File: src/rtl/taylor_seq_ctrl.sv
// taylor_seq_ctrl
//   Sequencer for a fixed-point exp(x) Taylor series. It evaluates one term per
//   loop iteration: term *= x, then term *= 1/(n+1) from an external
//   reciprocal ROM, then sum += term. All values are Q8.8 unsigned. Every
//   multiply and add saturates to all-ones, and any saturation sets a sticky
//   flag that is reported as ovf.
//
// Ports
//   clk       in   clock, rising edge
//   rst       in   synchronous active-low reset
//   start     in   begin an evaluation (honoured only when idle)
//   x         in   operand, Q8.8, latched on an accepted start
//   terms     in   number of terms after the constant 1.0, clamped to MAX_TERMS
//   rom_adr   out  reciprocal ROM address (iteration index n)
//   rom_data  in   ROM word for rom_adr, combinational
//   busy      out  high in every state except idle
//   done      out  one-cycle pulse when result/ovf update
//   result    out  series sum, Q8.8, held until the next done
//   ovf       out  saturation occurred during the last evaluation
module taylor_seq_ctrl #(
  parameter int MAX_TERMS = 12,
  parameter int W         = 16
) (
  input  logic         clk,
  input  logic         rst,
  input  logic         start,
  input  logic [W-1:0] x,
  input  logic [3:0]   terms,
  output logic [3:0]   rom_adr,
  input  logic [W-1:0] rom_data,
  output logic         busy,
  output logic         done,
  output logic [W-1:0] result,
  output logic         ovf
);

  typedef enum logic [2:0] {
    S_IDLE,
    S_MULX,
    S_MULQ,
    S_ACC,
    S_DONE
  } state_t;

  localparam logic [W-1:0] ONE_Q88 = W'(256);
  localparam logic [W-1:0] ALL_ONE = '1;

  // Q8.8 multiply: full-precision product truncated to bits [W+7:8]. Any set
  // bit above that window means the value does not fit, so clamp and flag.
  function automatic logic [W:0] mul_sat(input logic [W-1:0] a,
                                         input logic [W-1:0] b);
    logic [2*W-1:0] p;
    p = (2*W)'(a) * (2*W)'(b);
    if (p[2*W-1:W+8] != '0) return {1'b1, ALL_ONE};
    return {1'b0, p[W+7:8]};
  endfunction

  // Saturating add; carry out clamps and flags.
  function automatic logic [W:0] add_sat(input logic [W-1:0] a,
                                         input logic [W-1:0] b);
    logic [W:0] s;
    s = {1'b0, a} + {1'b0, b};
    if (s[W]) return {1'b1, ALL_ONE};
    return s;
  endfunction

  state_t       state_q,  state_d;
  logic [3:0]   n_q,      n_d;
  logic [3:0]   nterm_q,  nterm_d;
  logic [W-1:0] x_q,      x_d;
  logic [W-1:0] term_q,   term_d;
  logic [W-1:0] sum_q,    sum_d;
  logic         sat_q,    sat_d;
  logic         busy_q,   busy_d;
  logic         done_q,   done_d;
  logic [W-1:0] result_q, result_d;
  logic         ovf_q,    ovf_d;

  logic [3:0]   nclamp;
  logic [W-1:0] mul_b;
  logic [W:0]   mul_res;
  logic [W:0]   add_res;

  assign nclamp  = (terms > 4'(MAX_TERMS)) ? 4'(MAX_TERMS) : terms;
  // One shared multiplier: x in MULX, the ROM reciprocal in MULQ.
  assign mul_b   = (state_q == S_MULQ) ? rom_data : x_q;
  assign mul_res = mul_sat(term_q, mul_b);
  assign add_res = add_sat(sum_q, term_q);

  always_comb begin
    state_d  = state_q;
    n_d      = n_q;
    nterm_d  = nterm_q;
    x_d      = x_q;
    term_d   = term_q;
    sum_d    = sum_q;
    sat_d    = sat_q;
    done_d   = 1'b0;
    result_d = result_q;
    ovf_d    = ovf_q;
    case (state_q)
      S_IDLE: begin
        if (start) begin
          x_d     = x;
          nterm_d = nclamp;
          term_d  = ONE_Q88;
          sum_d   = ONE_Q88;
          n_d     = 4'd0;
          sat_d   = 1'b0;
          state_d = (nclamp == 4'd0) ? S_DONE : S_MULX;
        end
      end
      S_MULX, S_MULQ: begin
        term_d  = mul_res[W-1:0];
        sat_d   = sat_q | mul_res[W];
        state_d = (state_q == S_MULX) ? S_MULQ : S_ACC;
      end
      S_ACC: begin
        sum_d = add_res[W-1:0];
        sat_d = sat_q | add_res[W];
        // nterm_q is at least 1 here; a zero request goes straight to DONE.
        if (n_q == nterm_q - 4'd1) begin
          n_d     = 4'd0;
          state_d = S_DONE;
        end else begin
          n_d     = n_q + 4'd1;
          state_d = S_MULX;
        end
      end
      S_DONE: begin
        done_d   = 1'b1;
        result_d = sum_q;
        ovf_d    = sat_q;
        state_d  = S_IDLE;
      end
      default: state_d = S_IDLE;
    endcase
    busy_d = (state_d != S_IDLE);
  end

  always_ff @(posedge clk) begin
    if (!rst) begin
      state_q  <= S_IDLE;
      n_q      <= 4'd0;
      nterm_q  <= 4'd0;
      x_q      <= '0;
      term_q   <= '0;
      sum_q    <= '0;
      sat_q    <= 1'b0;
      busy_q   <= 1'b0;
      done_q   <= 1'b0;
      result_q <= '0;
      ovf_q    <= 1'b0;
    end else begin
      state_q  <= state_d;
      n_q      <= n_d;
      nterm_q  <= nterm_d;
      x_q      <= x_d;
      term_q   <= term_d;
      sum_q    <= sum_d;
      sat_q    <= sat_d;
      busy_q   <= busy_d;
      done_q   <= done_d;
      result_q <= result_d;
      ovf_q    <= ovf_d;
    end
  end

  assign rom_adr = n_q;
  assign busy    = busy_q;
  assign done    = done_q;
  assign result  = result_q;
  assign ovf     = ovf_q;

endmodule
File: config.mk
export PLATFORM = sky130hd
export DESIGN_NAME = taylor_seq_ctrl
export DESIGN_NICKNAME = d
export VERILOG_FILES = /design/src/rtl/taylor_seq_ctrl.sv
export SDC_FILE = /design/constraint.sdc
export NUM_CORES = 1
export LEC_CHECK = 0
export CAP_MARGIN = 20
export CORE_MARGIN = 1.5
export CORE_UTILIZATION = 65
export DETAILED_ROUTE_END_ITERATION = 12
export PLACE_DENSITY = 0.86
export RECOVER_POWER = 100
export SKIP_LAST_GASP = 1
export SYNTH_ARGS = -nofsm -noshare
export SYNTH_HDL_FRONTEND = slang
export SYNTH_SLANG_ARGS = --single-unit
File: constraint.sdc
create_clock -name clk -period 14.6 [get_ports clk]
set_input_delay 2.92 -clock clk [delete_from_list [all_inputs] [get_ports clk]]
set_output_delay 2.92 -clock clk [all_outputs]
set_load 0.05 [all_outputs]
# After elaboration in Yosys (flattened, before gate mapping)
# Cells that the tools add are included.
# op_classes
n_addsub,3
multipliers,1
div_mod_pow,0
n_lt_le_gt_ge,1
eq_ne,6
n_shift,0
mux,22
n_bitwise,2
n_reduce_logical,12
# op_table
operator,n
17-bit 2-to-1 mux,4
16-bit case mux with 2 select lines,2
16-bit by 16-bit multiplier with 32-bit output,1
16-bit 2-to-1 mux,2
16-bit by 16-bit adder with 17-bit output,1
4-bit 2-to-1 mux,3
3-bit 2-to-1 mux,3
3-bit case mux with 3 select lines,1
4-bit case mux with 2 select lines,1
2-bit AND reduction,4
8-bit nonzero test,1
"3-bit by 2-bit equality test with 1-bit output, second input constant",2
3-bit nonzero test,2
1-bit 2-to-1 mux,5
"4-bit by 1-bit adder with 4-bit output, second input constant",1
4-bit equality test,1
"4-bit > comparator, second input constant",1
4-bit zero test,1
2-bit nonzero test,2
"4-bit by 1-bit subtractor with 4-bit output, second input constant",1
"3-bit by 1-bit equality test with 1-bit output, second input constant",1
"3-bit equality test, second input constant",1
3-bit zero test,1
1-bit case mux with 3 select lines,1
other kinds (3),4
# word_totals
reg_bits,79
latch_bits,0
mem_bits_rw,0
rom_bits,0
inputBits,39
output_inout_bits,23
word_cells,58
mem_count,0

# Logic depth before layout (Yosys ltp)
# logic_depth
word_depth,8
ltp_mapped,31
depth_no_buf,25

# Worst setup path after synthesis
# Ideal clock, no wire load.
# synth_path
path_type,input-to-reg
startpoint,input rom_data[4]
endpoint,register term_q[0]
setup_ns,0.114
arrival_ns,9.073
t_required_ns,14.486
setup_slack_ns,5.413
path_stages,24
n_path_buf,3
cell_sequence,mux2i_1 clkbuf_1 nor2b_1 fa_1 inv_1 fa_1 fa_1 fa_1 inv_1 fa_1 inv_1 fa_1 inv_1 ha_1 clkbuf_1 nand4_1 or3_4 and4_4 or3_1 and3_4 nor3_4 buf_6 a21oi_1 a21o_1
# synth_between
elab_chain_cells,6
# synth_lines
item,line,text
start: declaration,30,"input logic [W-1:0] rom_data,"
16-bit 2-to-1 mux *,86,assign mul_b = (state_q == S_MULQ) ? rom_data : x_q;
16-bit by 16-bit multiplier with 32-bit output *,53,p = (2*W)'(a) * (2*W)'(b);
8-bit nonzero test,54,"if (p[2*W-1:W+8] != '0) return {1'b1, ALL_ONE};"
1-bit 2-to-1 mux,54,
17-bit 2-to-1 mux *,55,"return {1'b0, p[W+7:8]};"
16-bit case mux with 2 select lines *,101,case (state_q)
end signal: assignment,159,term_q <= term_d;
end: declaration,71,"logic [W-1:0] term_q, term_d;"
# Every way passes the cells marked *; elsewhere a longest branch is shown, timed or not.
# A chain may end at the register's enable or synchronous reset.

# Final worst setup path
# layout_path
startpoint,input rom_data[7]
endpoint,register term_q[2]
# The elaborated chain is that of the path after synthesis.

==> results by group <==
Place
  • GPL Wtd Cong: 0.9049
  • DP HPWL: 22150 microns
  • Post-DP Area: 13220 sq um
  • IO buf count: 61

Global route
  • Maximum number of pins on one net before global-route repair: 64
  • Initial antenna violation count: 0
  • GRT Overall Usage: 31.05%
  • Vias in the first global route: 10300
  • First-pass GRT wire length: 49610 microns
  • Remaining global-route overflow: 0

Clock network
  • Clock Sinks: 79
  • CTS root buf: clkbuf_16
  • CTS Hold Bufs: 0
  • PostCTS Resize Cnt: 0
  • Clock slew at reported path FFs: 0.06 ns
  • CTS Buf Count: 9
  • CTS tree: done
  • Post-CTS setup buffer count: 0
  • Clock Path Buffers: 2
  • Skew-Pair Late Insertion Delay: 0.34 ns
  • # H-tree levels: 3

Yosys
  • Post-synthesis sequential area ratio: 12.66%
  • FFs w/ async S/R, synth: 0%
  • Post-synth EDFFs: 0
  • Syn_nets: 1809
  • Seq cells post-synth: 79
  • Syn_area_per_cell: 8.576 sq um
  • Synthesis Warnings: 0
  • Count of cell types in the netlist: 65
  • Area of the mapped netlist: 12500 sq um
  • Most used DFF post-synth: dfxtp_1
  • Syn Inst Count: 1457

Final layout
  • Fin area: 13520 sq um
  • Final Util: 72.02%
  • Share of layout cells above drive strength 1: 3.439%
  • Nets@finish: 1830
  • Antenna diodes: 0
  • Area Overhead vs Synth: 8.171%

Die
  • Row count: 50
  • Initial Utilization: 66.58%
  • I/O Pins: 62
  • Core Footprint: 18770 sq um
  • Die X: 141.7 microns
  • Die Height: 141.7 microns
  • Die area: 20060 sq um

Drt
  • # DRC: 0
  • Vias: 9988
  • Vias/cell: 5.817
  • Wire per inst: 17.11 microns
  • Post-route ant nets: 0
  • Initial DRC count: 738
  • Routed WL: 29370 microns
  • TritonRoute pass-1 iters: 6

Timing
  • Slew headroom: -56.76%
  • Setup TNS: 0 ns
  • Fin crit share: 76.80%
  • RSZ-0062 raised after global routing: no
  • Final Skew: 0.003731 ns
  • Worst-Margin Slew: 2.351 ns
  • Final setup vio count: 0
  • Max Clk Rate: 89.19 MHz
  • Minimum clock period: 11.21 ns
  • Final Slew Violations: 81
  • Hold Fails Final Rpt: 0

Power and ir drop
  • Peak VDD IR: 0.1037 mV
  • P per Cell Area: 109.1 nW/um^2
  • P_leak: 0.006576 uW

Critical path
  • R2r setup slk: 5.22 ns
  • Worst Path Arrival: 11.45 ns
  • Worst path required time: 14.84 ns
  • Crit path max fanout: 16
  • Kind of critical path: in2reg
  • CP Capture Type: flop
  • Startpoint types: input pin

Status
  • Status: finished with violations
  • Failing checks: capacitance limit, slew limit

Min path
  • Hold Crit Class: reg2reg

Flow run
  • Max Cap Viol: 2
-- synthesized netlist by cell type, types with 2 or more instances --
library cell	count	area (sq um)
o31ai_1	2	15.01
o21ai_0	27	135.1
nor2_1	32	120.1
mux2i_1	6	60.06
a21boi_0	41	307.8
nand2_1	238	893.4
nand4_1	5	31.28
a311o_1	2	20.02
a211o_1	2	17.52
a21oi_1	52	260.3
xnor2_1	24	210.2
o22ai_1	2	12.51
nand3_1	19	95.09
or3_1	4	25.02
inv_1	247	927.1
xor2_1	14	122.6
o21bai_1	5	37.54
nor4_1	3	18.77
buf_2	2	10.01
nand3b_1	2	15.01
a211oi_1	4	30.03
and3_1	6	37.54
ha_1	119	1489
dfxtp_1	79	1582
nand2b_1	19	118.9
nor2b_1	89	556.8
a22oi_1	3	22.52
clkbuf_1	58	217.7
a221oi_1	2	17.52
and2_1	60	375.4
a31oi_1	8	50.05
mux2_2	10	112.6
buf_6	3	33.78
o311a_1	9	90.09
nor3_1	9	45.04
a21o_1	22	165.2
o211ai_1	6	45.04
fa_1	194	3884
a311oi_1	2	17.52
-- worst max-delay path, stage by stage --
cell and delay [ns]:
dlygate4sd3_1 0.54, mux2_1 0.65, nand2_1 0.19, fa_1 0.55, fa_1 0.51, inv_1 0.05
fa_1 0.55, fa_1 0.43, fa_1 0.49, inv_1 0.06, fa_1 0.48, inv_1 0.05
ha_1 0.36, nand3_1 0.19, nor2_1 0.21, nand2_1 0.07, o311ai_0 0.88, nand4_1 0.18
o211ai_1 0.15, o211ai_1 0.15, nor3_1 1.31, a21oi_1 0.22, a21o_1 0.22
-- placed cells by master, fill, tap and decap left out, types with 10 or more instances in the layout --
cell,synthesis,routed
nand2_1,238,238
fa_1,194,194
dfxtp_1,79,79
a21oi_1,52,52
nor2b_1,89,89
o21ai_0,27,27
clkdlybuf4s50_1,0,36
a21boi_0,41,41
nor3_1,9,10
xnor2_1,24,24
nand3_1,19,19
nor2_1,32,32
dlygate4sd3_1,0,24
xor2_1,14,14
and2_1,60,59
buf_4,1,11
ha_1,119,119
nand2b_1,19,19
inv_1,247,247
a21o_1,22,22
-- power by group --
part	internal (uW)	switching, uW	total [uW]
logic	360	521	881
registers	246	129	375
clock network	129	89.9	219
-- final timing paths --
path | to | depth (start not counted) | start
worst max-delay path | term_q[2] | 23 | rom_data[7]
worst min-delay path | x_q[3] | 2 | x_q[3]
worst max register to register | term_q[2] | 23 | state_q[1]
worst min register to register | x_q[3] | 2 | x_q[3]
-- logic make-up after synthesis --
logic type / after synthesis / share of synthesized area, %
adder cells (fa/ha/maj): 313 / 43.00
XOR/XNOR: 38 / 2.663
buffers and inverters: 311 / 9.572
AND/OR/NAND/NOR: 497 / 19.62
multiplexers: 17 / 1.562
flip-flops: 79 / 12.66
AO/OA/AOI/OAI: 202 / 10.93
-- flip-flops by register name, indices dropped and copies added, names as in the netlist --
| register | cells |
|---|---|
| result | 16 |
| sum_q | 16 |
| term_q | 16 |
| x_q | 16 |
| nterm_q | 4 |
| rom_adr | 4 |
| state_q | 3 |
| busy | 1 |
| done | 1 |
| ovf | 1 |
| sat_q | 1 |
-- through the flow --
stage	setup slack [ns]	hold slack [ns]	total power, uW	cells
2_1_floorplan	5.413	0.4410	983.4	1457
3_3_place_gp	4.679	0.4493	1210	1700
3_5_place_dp	4.427	0.4595	1245	1700
4_1_cts	4.778	0.4675	1470	1716
5_1_grt	2.984	0.4968	1597	1717
6_report	3.388	0.4684	1475	1717
-- layer usage --
metal | GRT usage [%] | up-vias | routed length (microns)
met5 | 0 | - | 0
met4 | 8.410 | 0 | 564
met3 | 5.197 | 50 | 1775
met2 | 53.68 | 355 | 14670
met1 | 40.49 | 4959 | 12360
li1 | - | 4624 | -
-- cell type report --
cell class / instances / area (sq um)
Fill cell: 1429 / 5251
Inverter: 247 / 927.1
Tap cell: 234 / 292.8
Clock inverter: 4 / 28.78
Sequential cell: 79 / 1582
Multi-Input combinational cell: 1067 / 9713
Timing Repair Buffer: 74 / 706.9
Clock buffer: 12 / 266.5
No activity file was read; power rests on OpenSTA's default activity.
